File: config.mk
export PLATFORM = sky130hd
export DESIGN_NAME = uart_rx
export DESIGN_NICKNAME = d
export VERILOG_FILES = /design/src/rtl/uart_rx.sv
export SDC_FILE = /design/constraint.sdc
export NUM_CORES = 1
export LEC_CHECK = 0
export CORE_MARGIN = 2
export CORE_UTILIZATION = 42
export DETAILED_ROUTE_END_ITERATION = 8
export PLACE_DENSITY = 0.57
export SLEW_MARGIN = 20
export SYNTH_ARGS = -nofsm -noshare
export SYNTH_HDL_FRONTEND = slang
export SYNTH_SLANG_ARGS = --single-unit
export TNS_END_PERCENT = 5
File: constraint.sdc
create_clock -name CLK -period 9.1 [get_ports CLK]
set_input_delay 1.365 -clock CLK [delete_from_list [all_inputs] [get_ports CLK]]
set_output_delay 1.365 -clock CLK [all_outputs]
set_load 0.01 [all_outputs]
File: src/rtl/uart_rx.sv
// Oversampling UART receiver: start bit, DATA_WIDTH data bits LSB first, optional parity, stop bit.
// data_valid / par_err / stp_err are registered pulses that coincide with the one-cycle OUT state.
module uart_rx #(
  parameter int DATA_WIDTH = 8,
  parameter int PRESCALE_W = 6
) (
  input  logic                  CLK,
  input  logic                  RST,
  input  logic                  RX_IN,
  input  logic [PRESCALE_W-1:0] Prescale,
  input  logic                  PAR_EN,
  input  logic                  PAR_TYP,
  output logic [DATA_WIDTH-1:0] P_DATA,
  output logic                  data_valid,
  output logic                  par_err,
  output logic                  stp_err
);

  localparam int BIT_W = $clog2(DATA_WIDTH + 3);

  typedef enum logic [2:0] {
    IDLE   = 3'd0,
    START  = 3'd1,
    DATA   = 3'd2,
    PARITY = 3'd3,
    STOP   = 3'd4,
    OUT    = 3'd5
  } state_t;

  state_t                state;
  state_t                state_nxt;
  logic                  sync_q;
  logic                  rx_s;
  logic [PRESCALE_W-1:0] prescale_q;
  logic                  par_en_q;
  logic                  par_typ_q;
  logic [PRESCALE_W-1:0] edge_cnt;
  logic [PRESCALE_W-1:0] edge_max;
  logic [PRESCALE_W-1:0] half;
  logic [BIT_W-1:0]      bit_cnt;
  logic [2:0]            samples;
  logic                  maj;
  logic [DATA_WIDTH-1:0] shift_q;
  logic                  par_flag;
  logic                  stp_flag;
  logic                  in_frame;
  logic                  start_det;
  logic                  last_edge;
  logic                  avail;

  // A wrapped (illegal) Prescale still produces a bounded count, so the FSM cannot hang.
  assign half      = prescale_q >> 1;
  assign edge_max  = prescale_q - PRESCALE_W'(1);
  assign last_edge = (edge_cnt >= edge_max);
  assign avail     = (edge_cnt == half + PRESCALE_W'(2));
  assign maj       = (samples[0] & samples[1]) | (samples[0] & samples[2]) |
                     (samples[1] & samples[2]);
  assign in_frame  = (state == START) || (state == DATA) ||
                     (state == PARITY) || (state == STOP);
  // OUT doubles as a start-detect cycle so back-to-back frames need no idle gap.
  assign start_det = ((state == IDLE) || (state == OUT)) && !rx_s;

  always_ff @(posedge CLK or negedge RST) begin
    if (!RST) begin
      sync_q <= 1'b1;
      rx_s   <= 1'b1;
    end else begin
      sync_q <= RX_IN;
      rx_s   <= sync_q;
    end
  end

  always_ff @(posedge CLK or negedge RST) begin
    if (!RST) state <= IDLE;
    else      state <= state_nxt;
  end

  always_comb begin
    state_nxt = state;
    case (state)
      IDLE:    if (!rx_s) state_nxt = START;
      START:   if (last_edge) state_nxt = maj ? IDLE : DATA;
      DATA:    if (last_edge && (bit_cnt == BIT_W'(DATA_WIDTH)))
                 state_nxt = par_en_q ? PARITY : STOP;
      PARITY:  if (last_edge) state_nxt = STOP;
      STOP:    if (last_edge) state_nxt = OUT;
      OUT:     state_nxt = rx_s ? IDLE : START;
      default: state_nxt = IDLE;
    endcase
  end

  always_ff @(posedge CLK or negedge RST) begin
    if (!RST) begin
      prescale_q <= '0;
      par_en_q   <= 1'b0;
      par_typ_q  <= 1'b0;
      edge_cnt   <= '0;
      bit_cnt    <= '0;
      samples    <= '0;
    end else begin
      if (start_det) begin
        prescale_q <= Prescale;
        par_en_q   <= PAR_EN;
        par_typ_q  <= PAR_TYP;
      end
      if (in_frame) begin
        if (last_edge) begin
          edge_cnt <= '0;
          bit_cnt  <= bit_cnt + BIT_W'(1);
        end else begin
          edge_cnt <= edge_cnt + PRESCALE_W'(1);
        end
        if (edge_cnt == half - PRESCALE_W'(1)) samples[0] <= rx_s;
        if (edge_cnt == half)                  samples[1] <= rx_s;
        if (edge_cnt == half + PRESCALE_W'(1)) samples[2] <= rx_s;
      end else begin
        edge_cnt <= '0;
        bit_cnt  <= '0;
      end
    end
  end

  always_ff @(posedge CLK or negedge RST) begin
    if (!RST) begin
      shift_q  <= '0;
      par_flag <= 1'b0;
      stp_flag <= 1'b0;
    end else begin
      if ((state == IDLE) || (state == OUT)) begin
        par_flag <= 1'b0;
        stp_flag <= 1'b0;
      end
      if ((state == DATA) && avail)
        shift_q <= {maj, shift_q[DATA_WIDTH-1:1]};
      if ((state == PARITY) && avail)
        par_flag <= (maj != (^shift_q ^ par_typ_q));
      if ((state == STOP) && avail && !maj)
        stp_flag <= 1'b1;
    end
  end

  // Pulses are loaded on the last STOP cycle so they are visible during OUT.
  always_ff @(posedge CLK or negedge RST) begin
    if (!RST) begin
      P_DATA     <= '0;
      data_valid <= 1'b0;
      par_err    <= 1'b0;
      stp_err    <= 1'b0;
    end else begin
      data_valid <= 1'b0;
      par_err    <= 1'b0;
      stp_err    <= 1'b0;
      if ((state == STOP) && last_edge) begin
        if (!par_flag && !stp_flag) begin
          P_DATA     <= shift_q;
          data_valid <= 1'b1;
        end else begin
          par_err <= par_flag;
          stp_err <= stp_flag;
        end
      end
    end
  end

endmodule
==> qor.txt <==
Routed vias/inst: 5.368
Vias in the first global route: 1794
Inserted Diodes: 0
Max FO, Critical Path: 9
Critical Path Source Type: flop
Max-Cap Viols: 0
Worst VDD drop: 195.6 uV
DRC: 0
Cell accounting for the most synthesized area: dfrtp_1
Worst hold-check path type: reg -> reg
Gate count after technology mapping: 252
Final Hold Fails: 0
Period utilization: 0.3854
Measured slew at the worst slew-check pin: 0.7171 ns
Post-Syn Area: 0.002715 sq mm
TritonRoute pass-1 iters: 4
Power per cell area: 295.5 mW/mm^2
Initial antenna violation count: 0
Drt wl/cell: 14.73 microns
Antenna-violating nets left: 0
Clk Latency, worst-skew pair: 0.30 ns
First DRT Iteration DRCs: 104
H-tree levels: 2
Worst path top cell family by delay: compound AO/OA/AOI/OAI gates
Yosys warns: 0
Grt ovf: 0
Largest stage delay, worst path: 0.55 ns
Syn Nets: 278
Place WS: 5.650 ns
CP max stage cell: nand3_1
Setup TNS: 0 ns
Yosys cell types: 48
I/O Buffers: 21
Layout cells sized above 1: 0.1661
Number of synthesized register bits: 47
Cts-stage hold buffer count: 0
Die height: 84.40 microns
Final hold slack: 0.3544 ns
RSZ-0062 raised after global routing: no
Synth top area share: 0.4147
Post-synth EDFFs: 0
Clk root buf: clkbuf_8
# resized after CTS: 0
Setup ws final: 5.593 ns
Syn avg cell area: 10.77 sq um
Vias: 1868
Setup violators final: 0
FFs w/ async S/R, synth: 1.000
Outcome: completed
CP Capture Type: flop
Critical-path cell list: inv_1 > ha_1 > a21boi_0 > nand2_1 > xor2_1 > ha_1 > nand4_1 > o221ai_1 > nand3_1 > mux2_2
Buffer and inverter count on the worst path: 1
Static Leak: 1.397 nW
Filler cells: 609
Fin nets: 296
Total wire length: 5126 microns
Gr usage total: 0.1542
Most frequent cells in the layout: dfrtp_1 (45), mux2_2 (20), clkdlybuf4s50_1 (20)
Worst slew margin: 0.5203
Row Count: 29
Crit-path most repeated cell: ha_1
Primary FF master, synth: dfrtp_1
Crit Path Category: reg -> reg
Starting Density: 0.4300
Sequential share of the synthesized area: 0.4341
WP data arrival: 3.70 ns
CP required: 9.29 ns
Full die area: 0.007123 sq mm
Clk slew on worst S/H paths: 0.09 ns
Final worst clock skew: 0.006017 ns
Largest net degree at the start of global routing: 48
Die width: 84.40 microns
CTS Buf Count: 5
I/O Pins: 22
Fmax: 285.1 MHz
CTS tree: yes
Synthesis-to-finish area growth: 12.81%
Clock sinks: 47
Synth area leaders: dfrtp_1 (41%), mux2_2 (8.3%), ha_1 (6.9%)
Global-route wire length before repair: 8728 microns
Most common cell after layout, fill and taps aside: dfrtp_1
Setup Buffers After CTS: 0
DP HPWL: 3575 microns
Core box area: 0.006314 sq mm
CTS Buffer Depth: 2
Final GP Congestion: 0.8733
Tmin final: 3.507 ns
Final Max Slew Viols: 0
stage by stage:
stage	utilization	instances	area, sq um	total power [W]
2_1_floorplan	-	252	2715	0.0006834
3_3_place_gp	0.4707	340	2972	0.0007753
3_5_place_dp	0.4707	340	2972	0.0007719
4_1_cts	0.4851	348	3063	0.0009124
5_1_grt	0.4851	348	3063	0.0009878
6_report	0.4851	348	3063	0.0009051
registers in the layout, indices dropped and copies added (netlist names), 3 cells and up:
signal      flops
edge_cnt        6
bit_cnt         4
P_DATA          8
samples         3
shift_q         8
prescale_q      6
state           3
metal layers:
layer	up-vias	global-route usage	routed length, microns
met1	906	0.2269	2595
met3	2	0.03343	220
met5	-	0	0
li1	921	-	-
met4	0	0.04762	29
met2	39	0.2280	2279
Yosys cell counts (4+ instances only):
library cell and count:
a21oi_1 10, clkbuf_1 7, mux2_4 8, nor3_1 4
xor2_1 12, nand2b_1 7, ha_1 15, inv_1 16
nand3_1 9, dfrtp_1 45, mux2_2 20, nand2_1 12
o21ai_0 5, xnor2_1 18, nor2_1 17
path summary, 6_finish.rpt:
check	startpoint	end	slack, ns	cells past startpoint
worst max-delay path	prescale_q[1]$_DFFE_PN0P_	P_DATA[5]$_DFFE_PN0P_	5.59	10
worst min-delay path	sync_q$_DFF_PN1_	rx_s$_DFF_PN1_	0.35	0
worst max register to register	prescale_q[1]$_DFFE_PN0P_	P_DATA[5]$_DFFE_PN0P_	5.59	10
worst min register to register	sync_q$_DFF_PN1_	rx_s$_DFF_PN1_	0.35	0
max in group asynchronous	RST	prescale_q[1]$_DFFE_PN0P_	7.55	2
min in group asynchronous	RST	par_err$_DFF_PN0_	1.15	2
kinds of logic after synthesis:
family	count (synthesis)	synth area share
AOI/OAI and AO/OA	37	0.09678
and+or+nand+nor	66	0.1249
xor gates and xnor gates	31	0.1028
buffers and inverters	27	0.04148
adders and majority gates	16	0.07281
DFF	47	0.4341
muxes	28	0.1272
where the power goes:
part / switching, W / internal [W] / total, W
Clock: 0.0000762 / 0.0000557 / 0.000132
Combinational: 0.000216 / 0.000208 / 0.000424
Sequential: 0.0000935 / 0.000256 / 0.000350
Total: 0.000386 / 0.000520 / 0.000905
cell type report:
cell class | count | area (sq um) | area share
Sequential cell | 47 | 1179 | 0.3848
Inverter | 16 | 60.06 | 0.01961
Clock inverter | 3 | 22.52 | 0.007353
Tap cell | 77 | 96.34 | 0.03145
Clock buffer | 5 | 68.82 | 0.02247
Timing Repair Buffer | 22 | 212.7 | 0.06944
Multi-Input combinational cell | 178 | 1424 | 0.4649
(Power assumes the default switching activity.)
==> variant 1 (same flow settings) <==
The 6 states of `state_t` get a one-hot encoding in 6 bits.
--- a/src/rtl/uart_rx.sv
+++ b/src/rtl/uart_rx.sv
@@ -18,13 +18,13 @@
 
   localparam int BIT_W = $clog2(DATA_WIDTH + 3);
 
-  typedef enum logic [2:0] {
-    IDLE   = 3'd0,
-    START  = 3'd1,
-    DATA   = 3'd2,
-    PARITY = 3'd3,
-    STOP   = 3'd4,
-    OUT    = 3'd5
+  typedef enum logic [5:0] {
+    IDLE   = 6'b000001,
+    START  = 6'b000010,
+    DATA   = 6'b000100,
+    PARITY = 6'b001000,
+    STOP   = 6'b010000,
+    OUT    = 6'b100000
   } state_t;
 
   state_t                state;
Behaviour: same outputs for any inputs over 10 cycles, from zero or initial values and one cycle with RST low; not proved beyond that.
==> variant 1 against the original RTL <==
Total power down 10%; sequential share of layout area up 0.68 points; combinational power down 21%; clock power up 23%; final area up 4.6%; utilization up 1.4 points; setup slack better by 0.087 ns; wire length up 4.4%; sequential cell count up 3; synthesized area up 3.8%; largest cell class unchanged; largest power group unchanged.
==> variant 1: results (changes against the original RTL) <==
met1 wire length 2659 µm (+2.5%); via density per instance 5.322 (-0.85%); comb_multi_in 188 (+5.6%); Reg area 0.001255 mm² (+6.5%); DP Wirelength 3982 µm (+11%); NonClk Buf Share 0.06638 (-0.003064); Lkg Pwr 1.426 nW (+2.1%); launch point of the worst path prescale_q[1]; GRT Total Usage 0.1598 (+0.005673); Hold WS 0.3614 ns (+0.006981 ns); CP max stage cell a222oi_1; first-pass GRT wire length 9170 µm (+5.1%); footprint of the multi-input gates 0.001479 mm² (+3.9%); flop2flop setup slack 5.68 ns (+0.09 ns); status finished clean; DIE WIDTH 85.91 µm (+1.8%); ClkCell Share 0.03631 (+0.006494); power in sequential cells 313 µW (-11%); DR iter-0 viols 76 (-27%); post-synthesis sequential area ratio 0.4454 (+0.01128); Clock Power Share 0.201 (+0.055); Synthesized Nets 284 (+2.2%); Critical Path AT 3.61 ns (-0.09 ns); Inverters 12 (-4); met3 routed WL 222 µm (+0.91%); Synth cell types 52 (+8.3%); bufs w/o clock 22 (unchanged); Layout Skew 0.01501 ns (+0.008994 ns); RD Place Congestion 0.8452 (-3.2%); top post-synthesis cells by count dfrtp_1 (47), mux2_2 (22), xnor2_1 (21); worst slew pin tran 0.9695 ns (+0.2523 ns); vias in the first global route 1853 (+3.3%); Net Switching 319.9 µW (-17%); Post-DP Area 0.003088 mm² (+3.9%); largest net degree at the start of global routing 51 (+6.3%); met2 WL 2387 µm (+4.7%); Synth area leaders dfrtp_1 (42%), mux2_2 (8.8%), ha_1 (6.7%); FILL cells 590 (-3.1%); layout cell share with drive strength beyond 1 0.1714 (+0.005377)
variant 1: kinds of logic after synthesis:
group,Yosys count,synth area share
XOR/XNOR,32,0.1021
flip-flops,50,0.4454
buffers and inverters,20,0.02975
AND/OR/NAND/NOR,77,0.1483
adder cells (fa/ha/maj),16,0.07016
AO/OA/AOI/OAI,36,0.09770
multiplexers,27,0.1066
variant 1: layer usage:
metal	vias up	GRT usage
li1	950	-
met1	912	0.2303
met2	30	0.2368
met3	8	0.03946
met4	0	0.05195
met5	-	0
variant 1: through the flow:
stage | total power [mW] | util | cells | worst slack [ns]
floorplan | 0.5755 | - | 258 | 6.124
global placement | 0.6488 | 0.4808 | 349 | 5.783
detailed placement | 0.6515 | 0.4808 | 349 | 5.719
CTS | 0.8180 | 0.4989 | 357 | 5.689
global route | 0.8766 | 0.4989 | 357 | 5.471
finish | 0.8109 | 0.4989 | 357 | 5.680
==> variant 2 (config.mk and constraints unchanged) <==
Without the edit above. Change the parameter `PRESCALE_W` from 6 to 12.
--- a/src/rtl/uart_rx.sv
+++ b/src/rtl/uart_rx.sv
@@ -2,7 +2,7 @@
 // data_valid / par_err / stp_err are registered pulses that coincide with the one-cycle OUT state.
 module uart_rx #(
   parameter int DATA_WIDTH = 8,
-  parameter int PRESCALE_W = 6
+  parameter int PRESCALE_W = 12
 ) (
   input  logic                  CLK,
   input  logic                  RST,
Interface: changed (resized Prescale); port bits go from 22 to 28. The function was not compared with the original's and may differ.
==> variant 2 against the original RTL <==
Sequential cell count grew 12; final area grew 49%; global-route usage grew 4.2 points; wire length rose by 84%; critical path depth grew 4; largest power group unchanged; hold slack improved by 0.0062 ns; total power rose by 40%; setup slack worse by 1.4 ns; synthesized area is 49% higher.
==> variant 2: results (changes against the original RTL) <==
status finished clean; Critical Path AT 5.13 ns (+1.43 ns); first-pass GRT wire length 15720 µm (+80%); FILL cells 892 (+46%); via density per instance 5.480 (+2.1%); DP Wirelength 6817 µm (+91%); Post-Synthesis Mean Instance Area 9.694 µm² (-10%); wire per inst 16.71 µm (+13%); crit-path max FO 13 (+4); DR iter-0 viols 248 (+140%); Synth area leaders dfrtp_1 (35%), xnor2_1 (8.5%), mux2_2 (7.3%); Max-Slew Margin vs Limit 0.3619 (-0.1583); port bufs 27 (+29%); wirelength, routed 9441 µm (+84%); GRT Total Usage 0.1961 (+0.04198); nets 470 (+59%); CTS Root Cell clkbuf_8; Placed Cells incl. Taps 549 (+61%); Synthesized Nets 455 (+64%); post-synthesis sequential area ratio 0.3667 (-0.06736); Synth cell types 54 (+13%); reg-to-reg startpoint prescale_q[2]; Lkg Pwr 1.979 nW (+42%); top post-synthesis cells by count dfrtp_1 (57), xnor2_1 (39), nand2_1 (33); number of routed nets with antenna violations 0 (unchanged); Place WS 4.234 ns (-1.415 ns); layout cell share with drive strength beyond 1 0.1422 (-0.02385); vias in the first global route 3110 (+73%); diode count 0 (unchanged); largest net degree at the start of global routing 60 (+25%); Skew-Pair Late Insertion Delay 0.34 ns (+0.04 ns); CP max stage cell a21oi_1; H-tree level count 3 (+1); Crit path largest cell delay 0.74 ns (+0.19 ns); RD Place Congestion 0.9153 (+4.8%); Largest regs edge_cnt x12, prescale_q x12; delay-heaviest family, CP simple AND/OR/NAND/NOR gates; CTS Buf Count 9 (+4)
==> variant 2: cell count changes after synthesis, moves of 7 or more <==
cell | before | now
nand3_1 | 9 | 16
nand2_1 | 12 | 33
dfrtp_1 | 45 | 57
nor2_1 | 17 | 30
ha_1 | 15 | 22
nor4_1 | 1 | 8
xor2_1 | 12 | 25
xnor2_1 | 18 | 39
clkbuf_1 | 7 | 14
==> variant 2: cell families (layout without fill, tap and decap cells) <==
| kind of cell | Yosys count | after routing | share of synthesized area |
|---|---|---|---|
| XOR/XNOR | 65 | 65 | 0.1430 |
| buffers and inverters | 43 | 63 | 0.04406 |
| flip-flops | 59 | 59 | 0.3667 |
| adder cells (fa/ha/maj) | 23 | 23 | 0.07074 |
| multiplexers | 36 | 36 | 0.1074 |
| AO/OA/AOI/OAI | 52 | 52 | 0.08843 |
| AND/OR/NAND/NOR | 138 | 138 | 0.1796 |
==> variant 2: path summary, 6_finish.rpt <==
check,to,slack [ns],depth (start not counted)
worst max register to register,P_DATA[5],4.20,14
max in group asynchronous,prescale_q[11],7.44,2
worst min register to register,rx_s,0.36,0
worst max-delay path,P_DATA[5],4.20,14
worst min-delay path,rx_s,0.36,0
min in group asynchronous,edge_cnt[3],1.17,2
==> variant 2: power groups by stage <==
stage / clock network, mW / logic, mW / registers, mW
detailed placement: 0 / 0.559 / 0.462
floorplan: 0 / 0.519 / 0.358
global placement: 0 / 0.550 / 0.459
CTS: 0.251 / 0.563 / 0.457
finish: 0.245 / 0.564 / 0.459
global route: 0.264 / 0.633 / 0.470
==> variant 2: stage by stage <==
step | area, µm² | utilization
global placement | 4360 | 0.4697
global route | 4561 | 0.4912
floorplan | 4033 | -
detailed placement | 4360 | 0.4697
finish | 4561 | 0.4912
CTS | 4561 | 0.4912
==> variant 2: per-layer routing <==
metal	track usage	share of wire	vias to the layer above
met4	0.07795	0.015	0
li1	-	-	1484
met1	0.2646	0.46	1523
met2	0.3183	0.47	79
met5	0	0	-
met3	0.02873	0.048	10
==> variant 2: cell type report <==
type	instances	area, µm²	area share
Sequential cell	59	1479	0.3243
Tap cell	129	161.4	0.03539
Multi-Input combinational cell	314	2376	0.5210
Clock inverter	7	76.32	0.01674
Clock buffer	9	123.9	0.02716
Timing Repair Buffer	28	272.8	0.05981
Inverter	19	71.32	0.01564
